===== config.mk =====
export PLATFORM = sky130hd
export DESIGN_NAME = scpu_loader
export DESIGN_NICKNAME = d
export VERILOG_FILES = /design/src/rtl/scpu_loader_pkg.sv /design/src/rtl/scpu_loader_tmo.sv /design/src/rtl/scpu_loader.sv
export SDC_FILE = /design/constraint.sdc
export NUM_CORES = 1
export LEC_CHECK = 0
export CAP_MARGIN = 20
export CORE_MARGIN = 5
export CORE_UTILIZATION = 50
export CTS_BUF_LIST = sky130_fd_sc_hd__clkbuf_16
export CTS_CLUSTER_SIZE = 16
export DETAILED_ROUTE_END_ITERATION = 10
export GPL_TIMING_DRIVEN = 0
export PLACE_DENSITY = 0.72
export SETUP_SLACK_MARGIN = 0.15
export SKIP_CTS_REPAIR_TIMING = 1
export SYNTH_ARGS = -nofsm -noshare
export SYNTH_HDL_FRONTEND = slang
export SYNTH_SLANG_ARGS = --single-unit

===== constraint.sdc =====
create_clock -name clk -period 2.78 [get_ports clk]
set_clock_uncertainty 0.1 [all_clocks]
set_input_delay 0.556 -clock clk [delete_from_list [all_inputs] [get_ports clk]]
set_output_delay 0.556 -clock clk [all_outputs]
set_load 0.01 [all_outputs]

===== src/rtl/scpu_loader_pkg.sv =====
// Shared types and defaults for the program loader: FSM state encoding,
// error codes and the frame/timeout constants.
package scpu_loader_pkg;

  typedef enum logic [2:0] {
    ST_IDLE = 3'd0,
    ST_ADDR = 3'd1,
    ST_LEN  = 3'd2,
    ST_DATA = 3'd3,
    ST_CHK  = 3'd4
  } state_e;

  typedef enum logic [1:0] {
    ERR_NONE = 2'b00,
    ERR_CHK  = 2'b01,
    ERR_TMO  = 2'b10
  } err_e;

  localparam logic [7:0]  SYNC_BYTE_DEF   = 8'hA5;
  localparam logic [15:0] TIMEOUT_CYC_DEF = 16'd50000;

  // A LEN byte of zero encodes a full 256-byte payload.
  function automatic logic [8:0] len_to_count(input logic [7:0] len);
    return (len == 8'd0) ? 9'd256 : {1'b0, len};
  endfunction

endpackage


===== src/rtl/scpu_loader_tmo.sv =====
// Inter-byte idle counter: counts cycles while enabled, clears on every
// accepted byte, and flags expiry on the TIMEOUT_CYC-th consecutive idle cycle.
module scpu_loader_tmo #(
  parameter logic [15:0] TIMEOUT_CYC = 16'd50000
) (
  input  logic clk,
  input  logic rst_n,
  input  logic clr_i,
  input  logic en_i,
  output logic expire_o
);

  logic [15:0] cnt_q, cnt_d;

  // A byte arriving in the expiring cycle wins, so clr_i masks expiry.
  assign expire_o = en_i && !clr_i && (cnt_q == (TIMEOUT_CYC - 16'd1));

  always_comb begin
    cnt_d = cnt_q + 16'd1;
    if (!en_i || clr_i || expire_o) begin
      cnt_d = 16'd0;
    end
  end

  always_ff @(posedge clk or negedge rst_n) begin
    if (!rst_n) begin
      cnt_q <= 16'd0;
    end else begin
      cnt_q <= cnt_d;
    end
  end

endmodule


===== src/rtl/scpu_loader.sv =====
// Program loader: parses SYNC/ADDR/LEN/DATA/CHK frames from the host link,
// writes payload into the shared RAM and releases the CPU on a good checksum.
module scpu_loader
  import scpu_loader_pkg::*;
#(
  parameter logic [7:0]  SYNC_BYTE   = SYNC_BYTE_DEF,
  parameter logic [15:0] TIMEOUT_CYC = TIMEOUT_CYC_DEF
) (
  input  logic       clk,
  input  logic       rst_n,
  input  logic       host_valid_i,
  input  logic [7:0] host_data_i,
  output logic       host_ready_o,
  output logic       ld_mem_wr_o,
  output logic [7:0] ld_mem_addr_o,
  output logic [7:0] ld_mem_din_o,
  output logic       ld_cpu_rst_n_o,
  output logic       ld_busy_o,
  output logic       ld_done_o,
  output logic       ld_err_o,
  output logic [1:0] ld_err_code_o
);

  state_e     state_q;
  logic [7:0] ptr_q;
  logic [8:0] cnt_q;
  logic [7:0] sum_q;
  logic       mem_wr_q;
  logic [7:0] mem_addr_q;
  logic [7:0] mem_din_q;
  logic       cpu_rst_n_q;
  logic       done_q;
  logic       err_q;
  err_e       err_code_q;

  logic       accept;
  logic       tmo_expire;
  logic [7:0] chk_sum;

  assign host_ready_o = 1'b1;
  assign accept       = host_valid_i & host_ready_o;
  assign chk_sum      = sum_q + host_data_i;

  scpu_loader_tmo #(
    .TIMEOUT_CYC(TIMEOUT_CYC)
  ) u_tmo (
    .clk     (clk),
    .rst_n   (rst_n),
    .clr_i   (accept),
    .en_i    (state_q != ST_IDLE),
    .expire_o(tmo_expire)
  );

  always_ff @(posedge clk or negedge rst_n) begin
    if (!rst_n) begin
      state_q     <= ST_IDLE;
      ptr_q       <= 8'd0;
      cnt_q       <= 9'd0;
      sum_q       <= 8'd0;
      mem_wr_q    <= 1'b0;
      mem_addr_q  <= 8'd0;
      mem_din_q   <= 8'd0;
      cpu_rst_n_q <= 1'b0;
      done_q      <= 1'b0;
      err_q       <= 1'b0;
      err_code_q  <= ERR_NONE;
    end else begin
      mem_wr_q <= 1'b0;
      done_q   <= 1'b0;
      case (state_q)
        ST_IDLE: begin
          if (accept && (host_data_i == SYNC_BYTE)) begin
            state_q     <= ST_ADDR;
            cpu_rst_n_q <= 1'b0;
            err_q       <= 1'b0;
            err_code_q  <= ERR_NONE;
            sum_q       <= 8'd0;
          end
        end
        ST_ADDR: begin
          if (accept) begin
            ptr_q   <= host_data_i;
            sum_q   <= chk_sum;
            state_q <= ST_LEN;
          end
        end
        ST_LEN: begin
          if (accept) begin
            cnt_q   <= len_to_count(host_data_i);
            sum_q   <= chk_sum;
            state_q <= ST_DATA;
          end
        end
        ST_DATA: begin
          if (accept) begin
            mem_wr_q   <= 1'b1;
            mem_addr_q <= ptr_q;
            mem_din_q  <= host_data_i;
            ptr_q      <= ptr_q + 8'd1;
            cnt_q      <= cnt_q - 9'd1;
            sum_q      <= chk_sum;
            if (cnt_q == 9'd1) begin
              state_q <= ST_CHK;
            end
          end
        end
        ST_CHK: begin
          if (accept) begin
            state_q <= ST_IDLE;
            if (chk_sum == 8'd0) begin
              done_q      <= 1'b1;
              cpu_rst_n_q <= 1'b1;
            end else begin
              err_q      <= 1'b1;
              err_code_q <= ERR_CHK;
            end
          end
        end
        default: state_q <= ST_IDLE;
      endcase

      // Expiry only fires in a cycle with no accepted byte, so it never
      // collides with the case branches above.
      if (tmo_expire) begin
        state_q    <= ST_IDLE;
        err_q      <= 1'b1;
        err_code_q <= ERR_TMO;
      end
    end
  end

  assign ld_mem_wr_o    = mem_wr_q;
  assign ld_mem_addr_o  = mem_addr_q;
  assign ld_mem_din_o   = mem_din_q;
  assign ld_cpu_rst_n_o = cpu_rst_n_q;
  assign ld_busy_o      = (state_q != ST_IDLE);
  assign ld_done_o      = done_q;
  assign ld_err_o       = err_q;
  assign ld_err_code_o  = err_code_q;

endmodule


==> run summary, run 1 <==
The net load switching power came out at 1.45 mW. The layout overhead on the synthesized area is 22.2%. The number of setup violations in the final report came out at 0.

The CTS buffer count came out at 9. Sorting the synthesized cells by area gives the leading types as dfrtp_1 48%, nor2_1 5.9%, mux2_2 4.9%. The share of layout cells above drive strength 1 came out at 13.2%. Routability-driven placement finished with a final weighted congestion of 0.827. For this block, the initial DRC count from the detailed router was 148. The wire length of the first global-routing pass is 12.7 mm. The register area share after synthesis came out at 47.8%. The level count of the clock H-tree is 3. In this run the biggest area consumer among cell types represents 47.8% of the synthesized area. The total wire length after detailed routing came out at 7.69 mm. The synthesis warning total is 0. The overall die width is 93.1 um.

The post-detailed-route wirelength per cell came out at 15.7 um. Counting every sink on the clock net gives 66. The initial core utilization came out at 51.1%.

The die is 93.1 um tall. The most common flop cell mapped by yosys is dfrtp_1. The total count of hold-check failures in the final report is 0. Walking the worst path, the cells encountered are ha_2 > fa_2 > a211oi_2 > o21bai_1 > a21oi_1 > xor2_1 > a31oi_2 > or3_1.

Setup repair after global routing left no endpoint under its margin. The via count of the first global-routing pass is 2698. The antenna diode count is 0.

The number of antenna violations at the first check in global routing is 0. The total of flip-flops plus latches after synthesis came out at 66. The clock insertion delay at the later pin of the skew report is 0.32 ns. The switching share of power is 34.9%.

TritonCTS built the clock tree. The flow ran to the end, and the final reports show no timing, DRC or antenna violations. The required time at the endpoint of the critical path came out at 2.88 ns.

Dividing the final minimum period by the clock period gives 90.8%. The final HPWL from detailed placement came out at 5.21 mm. The internal power of the cells totals 2.70 mW. After layout, the minimum clock period comes to 2.52 ns. For this run, the slowest stage of the critical path takes 0.39 ns.

The unique cell type count in the Yosys netlist is 50. For this design, the slowest cell found on the critical path is dfrtp_1. The number of violations of the max-capacitance limit is 0. After layout, the worst setup slack is 0.257 ns.

Entering global routing, the biggest net connects 67 pins. Global routing consumed, over all layers together, 18.5% of the routing resources. The ratio of total power to cell area came out at 984 nW/um^2. The I/O pin count came out at 35. The final hold slack is 0.236 ns.

The dominant cell type by area after synthesis is dfrtp_1. The total of buffers placed on input and output ports is 31. Using the TritonRoute via totals, the vias-per-cell ratio works out to 5.77.

The fraction of registers with async set/reset is 100%. Across the VDD grid, the largest voltage drop is 0.000596 V. STA classifies the critical path endpoint as a flip-flop. The synthesized area divided by synthesized cell count came out at 9.54 sq um.

The instance count of the mapped netlist came out at 362. The power share of the combinational group is 38.8%. Clock-pin slew was measured on the worst setup and hold paths at 0.05 ns. The share of the core filled with cells is 62.5%. The worst hold path belongs to the class in2async. The region available for standard cell placement spans 6760 sq um. After global routing the overflow that remains totals 0.

The synthesized netlist net count came out at 385. Of the total power, the clock network draws 25.4%. The critical path startpoint category is a flip-flop.

The largest fanout on the critical path came out at 3. The number of filler instances in the final layout is 555. The remaining max-slew budget at the tightest pin came out at 44.9%.

The placement row count came out at 30. Data on the critical path arrives at its endpoint at 2.62 ns. Summed over all cells, the static leakage comes to 1.82 nW. For the pin with the worst max-slew slack, the measured transition is 0.827 ns. The maximum clock frequency is 396 MHz.

In this run the clock root is driven by a clkbuf_16. In this run the deepest clock path goes through 2 buffers. The part of the power in registers is 35.8%. The total iterations of the first detailed-routing run is 5. The summed instance area of the synthesized netlist is 3450 sq um.

Before CTS, the worst setup slack after placement is -0.518 ns. The path type of the worst setup path is reg2reg. The post-layout net count is 428.

The final cell count without fillers came out at 489. The overall via count from detail_route is 2822. The number of flops mapped to enable cells by yosys came out at 0. The floorplan die area is 8670 sq um. After detailed placement, the design holds a cell count of 473. After detailed routing, the number of remaining DRC violations is 0. The final count of pins violating max slew is 0.

The post-route antenna net violation count is 0.
per-layer routing:
layer  share of wire (%)  vias to the layer above  routed length (um)  GRT usage, %
met5                   0                        -                   0             0
met2                  48                       66                3670          28.7
li1                    -                     1365                   -             -
met4                 1.1                        0                  85          8.06
met3                 4.8                        8                 372          4.26
met1                  46                     1383                3570          24.8
cell families (layout without fill, tap and decap cells):
| logic type | count (synthesis) | in the layout | share of synthesized area (%) |
|---|---|---|---|
| buffers and inverters | 26 | 73 | 3.37 |
| muxes | 17 | 17 | 5.47 |
| xor gates and xnor gates | 20 | 20 | 5.07 |
| DFF | 66 | 66 | 47.8 |
| and+or+nand+nor | 139 | 139 | 19.6 |
| adders and majority gates | 12 | 12 | 4.56 |
| AOI/OAI and AO/OA | 81 | 81 | 14.1 |
| other | 1 | 1 | 0.109 |
area by class of cell:
cell class | instances | area, sq um | area share [%]
clock buffer | 9 | 225 | 5.34
clock inverter | 6 | 51.3 | 1.22
inverter | 9 | 33.8 | 0.800
multi-input combinational | 270 | 1750 | 41.5
buffer | 17 | 82.6 | 1.96
sequential | 66 | 1650 | 39.1
tap | 80 | 100 | 2.37
timing repair buffer | 32 | 325 | 7.71
per-stage QoR:
stage / cell area [sq um] / power, mW / setup TNS (ns)
2_1_floorplan: 3460 / 2.52 / 0
3_5_place_dp: 3860 / 3.01 / -1.64
4_1_cts: 4140 / 4.08 / -0.189
5_1_grt: 4220 / 4.45 / 0
6_report: 4220 / 4.15 / 0
3_3_place_gp: 3870 / 2.96 / -75.73
Yosys cell counts, types with 2 or more instances:
| cell type | number |
|---|---|
| a211oi_2 | 2 |
| a21oi_1 | 24 |
| a22oi_1 | 2 |
| a31oi_1 | 8 |
| and3_1 | 7 |
| buf_2 | 3 |
| clkbuf_1 | 11 |
| dfrtp_1 | 66 |
| ha_1 | 11 |
| inv_1 | 9 |
| mux2_2 | 15 |
| mux2i_1 | 2 |
| nand2_1 | 28 |
| nand3_1 | 13 |
| nand4_1 | 3 |
| nor2_1 | 54 |
| nor2b_1 | 4 |
| nor3_1 | 8 |
| nor3b_1 | 3 |
| nor4_1 | 5 |
| o21ai_0 | 27 |
| o21bai_1 | 2 |
| o22a_1 | 4 |
| o22ai_1 | 5 |
| or3_1 | 3 |
| xnor2_1 | 9 |
| xor2_1 | 11 |
critical path, delay by kind of cell, from the launching register on:
family	cells	cell delay, ns
AOI/OAI and AO/OA	4	0.67
DFF	1	0.39
xor gates and xnor gates	1	0.29
and+or+nand+nor	1	0.38
adders and majority gates	2	0.58
state kept, by name, indices dropped and copies added (netlist names):
signal,count
cnt_q,9
ld_cpu_rst_n_o,1
ld_done_o,1
ld_err_code_o,2
ld_err_o,1
ld_mem_addr_o,8
ld_mem_din_o,8
ld_mem_wr_o,1
ptr_q,8
state_q,3
sum_q,8
u_tmo.cnt_q,16
power by group through the flow:
| stage | sequential [mW] | combinational [mW] | clock, mW |
|---|---|---|---|
| after floorplan | 1.48 | 1.04 | 0 |
| after global placement | 1.46 | 1.49 | 0 |
| after detailed placement | 1.48 | 1.53 | 0 |
| after CTS | 1.47 | 1.54 | 1.08 |
| after global routing | 1.53 | 1.79 | 1.13 |
| final | 1.49 | 1.61 | 1.05 |
placed cells by master, fill, tap and decap left out, types with 3 or more instances in the layout:
cell type        count
a21oi_1             24
a31oi_1              7
and3_1               7
buf_2                3
buf_4                3
clkbuf_1            11
clkbuf_16            9
clkdlybuf4s50_1     23
dfrtp_1             66
dlymetal6s2s_1       6
ha_1                 5
ha_4                 4
inv_1               11
mux2_2              15
nand2_1             28
nand3_1             13
nand4_1              3
nor2_1              54
nor2b_1              4
nor3_1               8
nor3b_1              3
nor4_1               5
o21ai_0             27
o22a_1               4
o22ai_1              5
or3_1                3
xnor2_1              9
xor2_1              11
path summary, 6_finish.rpt:
check	from	endpoint	slack, ns	cells past startpoint
min in group clk	u_tmo.cnt_q[0]	u_tmo.cnt_q[0]	0.35	1
worst max register to register	sum_q[0]	ld_err_o	0.26	8
worst max-delay path	sum_q[0]	ld_err_o	0.26	8
worst min register to register	u_tmo.cnt_q[0]	u_tmo.cnt_q[0]	0.35	1
worst min-delay path	rst_n	sum_q[6]	0.24	1
max in group asynchronous	rst_n	ld_mem_addr_o[6]	1.80	1
Power figures use the tool's default switching activity.
==> run 2, diff against run 1 <==
Settings changed: CORE_UTILIZATION 50 to 35, CTS_BUF_LIST sky130_fd_sc_hd__clkbuf_16 to sky130_fd_sc_hd__clkbuf_2 sky130_fd_sc_hd__clkbuf_4 sky130_fd_sc_hd__clkbuf_8, GPL_TIMING_DRIVEN 0 to not set, PLACE_DENSITY 0.72 to not set.
==> run 2 against run 1 <==
Compared with the run above:
- clock-buffer cell count unchanged
- power grew 4.3%
- via count rose by 1.8%
- setup slack got worse by 0.030 ns
- critical path type is now in2reg
- critical endpoint is now ld_err_code_o[0]
- largest power group unchanged
==> run summary, run 2 (synthesis gave the netlist of run 1 again) <==
The flow ran to the end, and the final reports show no timing, DRC or antenna violations. The largest net degree at the start of global routing came out at 32 (-52%). The initial core utilization came out at 35.7% (-15 points). The number of flip-flops in the largest register is 16 (unchanged). The wire length of the first global-routing pass came to 13.9 mm (+9.3%). The required time at the endpoint of the critical path came to 2.92 ns (+0.04 ns). The endpoint identified for the worst register-to-register timing path is ld_err_code_o[0]. The global routing usage summed across all routing layers came out at 15.1% (-3.4 points). The I/O pin count is 35 (unchanged).

The library cell used most frequently in the layout, excluding fill and tap cells, is dfrtp_1. In the final layout, the registers with the most flip-flops are u_tmo.cnt_q (16), cnt_q (9). The critical path is of the in2reg type. Setup repair after global routing left no endpoint under its margin. The maximum clock frequency came to 392 MHz (-1.2%). The static power due to leakage is 1.91 nW (+4.7%). The clock slew seen by the registers of the worst setup and hold paths was 0.08 ns (+0.03 ns). The shortest period the worst path allows was 2.55 ns (+0.0298 ns). The die outline height is 109 um (+17%). Traced cell by cell, the critical path runs through clkdlybuf4s50_1 > ha_4 > nand3_2 > a211oi_2 > nor2_2 > nor4_4 > a31oi_1 > buf_4 > a21o_2. The number of setup violations in the final report is 0 (unchanged). The register-to-register setup slack came out at 0.23 ns (-0.03 ns). u_tmo.cnt_q holds more flip-flops than any other register.

The share of layout cells above drive strength 1 is 20.4% (+7.2 points). The final global-route overflow total is 0 (unchanged). The final sum of negative setup slack is 0 ns (unchanged). Following the worst setup path forward leads to its endpoint at ld_err_code_o[0]. The overall die width is 109 um (+17%). The placement row count came to 36 (+20%). The final clock period utilization by the worst path came out at 91.8% (+1.1 points). The actual slew at the worst max-slew pin is 0.719 ns (-0.108 ns). The largest voltage drop on the vdd net came out at 0.000350 V (-41%). The cell family contributing the most delay on the critical path is buffers and inverters.

The post-detailed-route wirelength per cell is 15.2 um (-3.7%). The largest fanout on the critical path came out at 4 (+1). The clock insertion delay at the later pin of the skew report came out at 0.36 ns (+0.04 ns). The library cell used as clock root buffer is clkbuf_8.

The number of gates on the worst path with buffers counted came out at 9 (+1). The worst register-to-register path begins at sum_q[0]. The slowest stage cell on the critical path is clkdlybuf4s50_1. The number of filler instances in the final layout came out at 904 (+63%). The average vias per placed instance is 5.13 (-11%). The antenna diode count came out at 0 (unchanged).

The post-layout net count came out at 445 (+4.0%). The classification of the worst-slack hold path is in2async. The critical path capture point type is a flip-flop. The critical path startpoint category is an input pin. The area taken by flip-flops and latches is 1650 sq um (unchanged). The worst stage delay on the critical path is 0.48 ns (+0.09 ns). The total count of hold-check failures in the final report is 0 (unchanged). Leaving out fill and tap cells, the most frequent cells in the layout are 66 x dfrtp_1, 52 x nor2_1, 32 x buf_4. The cell count of the worst reg-to-reg path is 9 (+1). The maximum buffer depth of the clock tree came out at 2 (unchanged). The number of violations of the max-capacitance limit is 0 (unchanged). The clock sink total came out at 66 (unchanged). The CTS buffer count was 9 (unchanged). Tracing the worst setup path back leads to its startpoint at host_data_i[2]. The level count of the clock H-tree was 3 (unchanged). TritonCTS built the clock tree. The routability-driven placement congestion ratio is 0.832 (+0.59%).

The number of antenna violations at the first check in global routing came to 0 (unchanged). The floorplan die area came out at 12000 sq um (+38%). The iteration-0 DRC count of the detailed router is 85 (-43%). The layout overhead on the synthesized area came out at 28.9%.

The area of the core region is 9680 sq um (+43%). The final count of pins violating max slew came out at 0 (unchanged). The remaining max-slew budget at the tightest pin is 51.7% (+6.9 points).

The ratio of total power to cell area came out at 972 nW/um^2 (-1.2%). The post-route antenna net violation count came to 0 (unchanged). The critical path buffer and inverter count came to 2 (+2). The overall via count from detail_route is 2873 (+1.8%).

The total wire length after detailed routing came out at 8.49 mm (+10%). The post-detailed-route DRC marker count came out at 0 (unchanged). The arrival time of data at the critical path endpoint is 2.70 ns (+0.08 ns). The final hold slack was 0.0440 ns (-0.192 ns).

The final HPWL from detailed placement is 6.05 mm (+16%). The total iterations of the first detailed-routing run came out at 4 (-1). The total of buffers placed on input and output ports is 33 (+6.5%). The multi-input logic area came out at 1760 sq um (+0.79%). The via count of the first global-routing pass is 2860 (+6.0%).
run 2: cell count changes in the layout (fill, tap and decap cells not counted), sizes merged, moves of 2 or more:
cell           change
clkdlybuf4s50      +7
clkinv             -3
clkbuf            -14
buf               +28
bufinv             +2
dlymetal6s2s       -4
run 2: cell type report:
| cell class | instances | area share (%) |
|---|---|---|
| multi-input cells | 270 | 39.6 |
| clock buffers | 9 | 2.78 |
| clock inverters | 7 | 2.78 |
| repair buffers | 66 | 13.3 |
| well taps | 133 | 3.74 |
| flip-flops and latches | 66 | 37.1 |
| inverters | 9 | 0.758 |
run 2: metal layers:
layer | part of all wire [%] | GRT usage (%)
met2 | 48 | 23.8
met1 | 45 | 19.4
met4 | 2.8 | 8.19
met5 | 0 | 0
met3 | 4.0 | 3.17
run 2: worst min-delay path by stage:
stage	startpoint	end	depth (start not counted)
5_1_grt	rst_n	state_q[0]	1
6_report	rst_n	u_tmo.cnt_q[3]	1
3_5_place_dp	u_tmo.cnt_q[0]	u_tmo.cnt_q[0]	1
4_1_cts	rst_n	u_tmo.cnt_q[3]	1
3_3_place_gp	u_tmo.cnt_q[0]	u_tmo.cnt_q[0]	1
2_1_floorplan	rst_n	cnt_q[0]	0
run 2: where the power goes:
group          leakage [nW]  internal [mW]  switching (mW)  total, mW
Clock                 0.121          0.605           0.419       1.02
Sequential            0.820           1.25           0.244       1.49
Combinational         0.966          0.925           0.889       1.81
run 2: per-stage QoR:
| stage | utilization (%) | power [mW] | area [sq um] | setup WS, ns | cells |
|---|---|---|---|---|---|
| 2_1_floorplan | - | 2.52 | 3460 | 0.166 | 362 |
| 3_3_place_gp | 42.4 | 3.12 | 4100 | -0.370 | 541 |
| 3_5_place_dp | 42.4 | 3.18 | 4100 | -0.446 | 541 |
| 4_1_cts | 44.9 | 4.22 | 4350 | -0.0721 | 557 |
| 5_1_grt | 46.0 | 4.63 | 4450 | 0.160 | 560 |
| 6_report | 46.0 | 4.33 | 4450 | 0.227 | 560 |
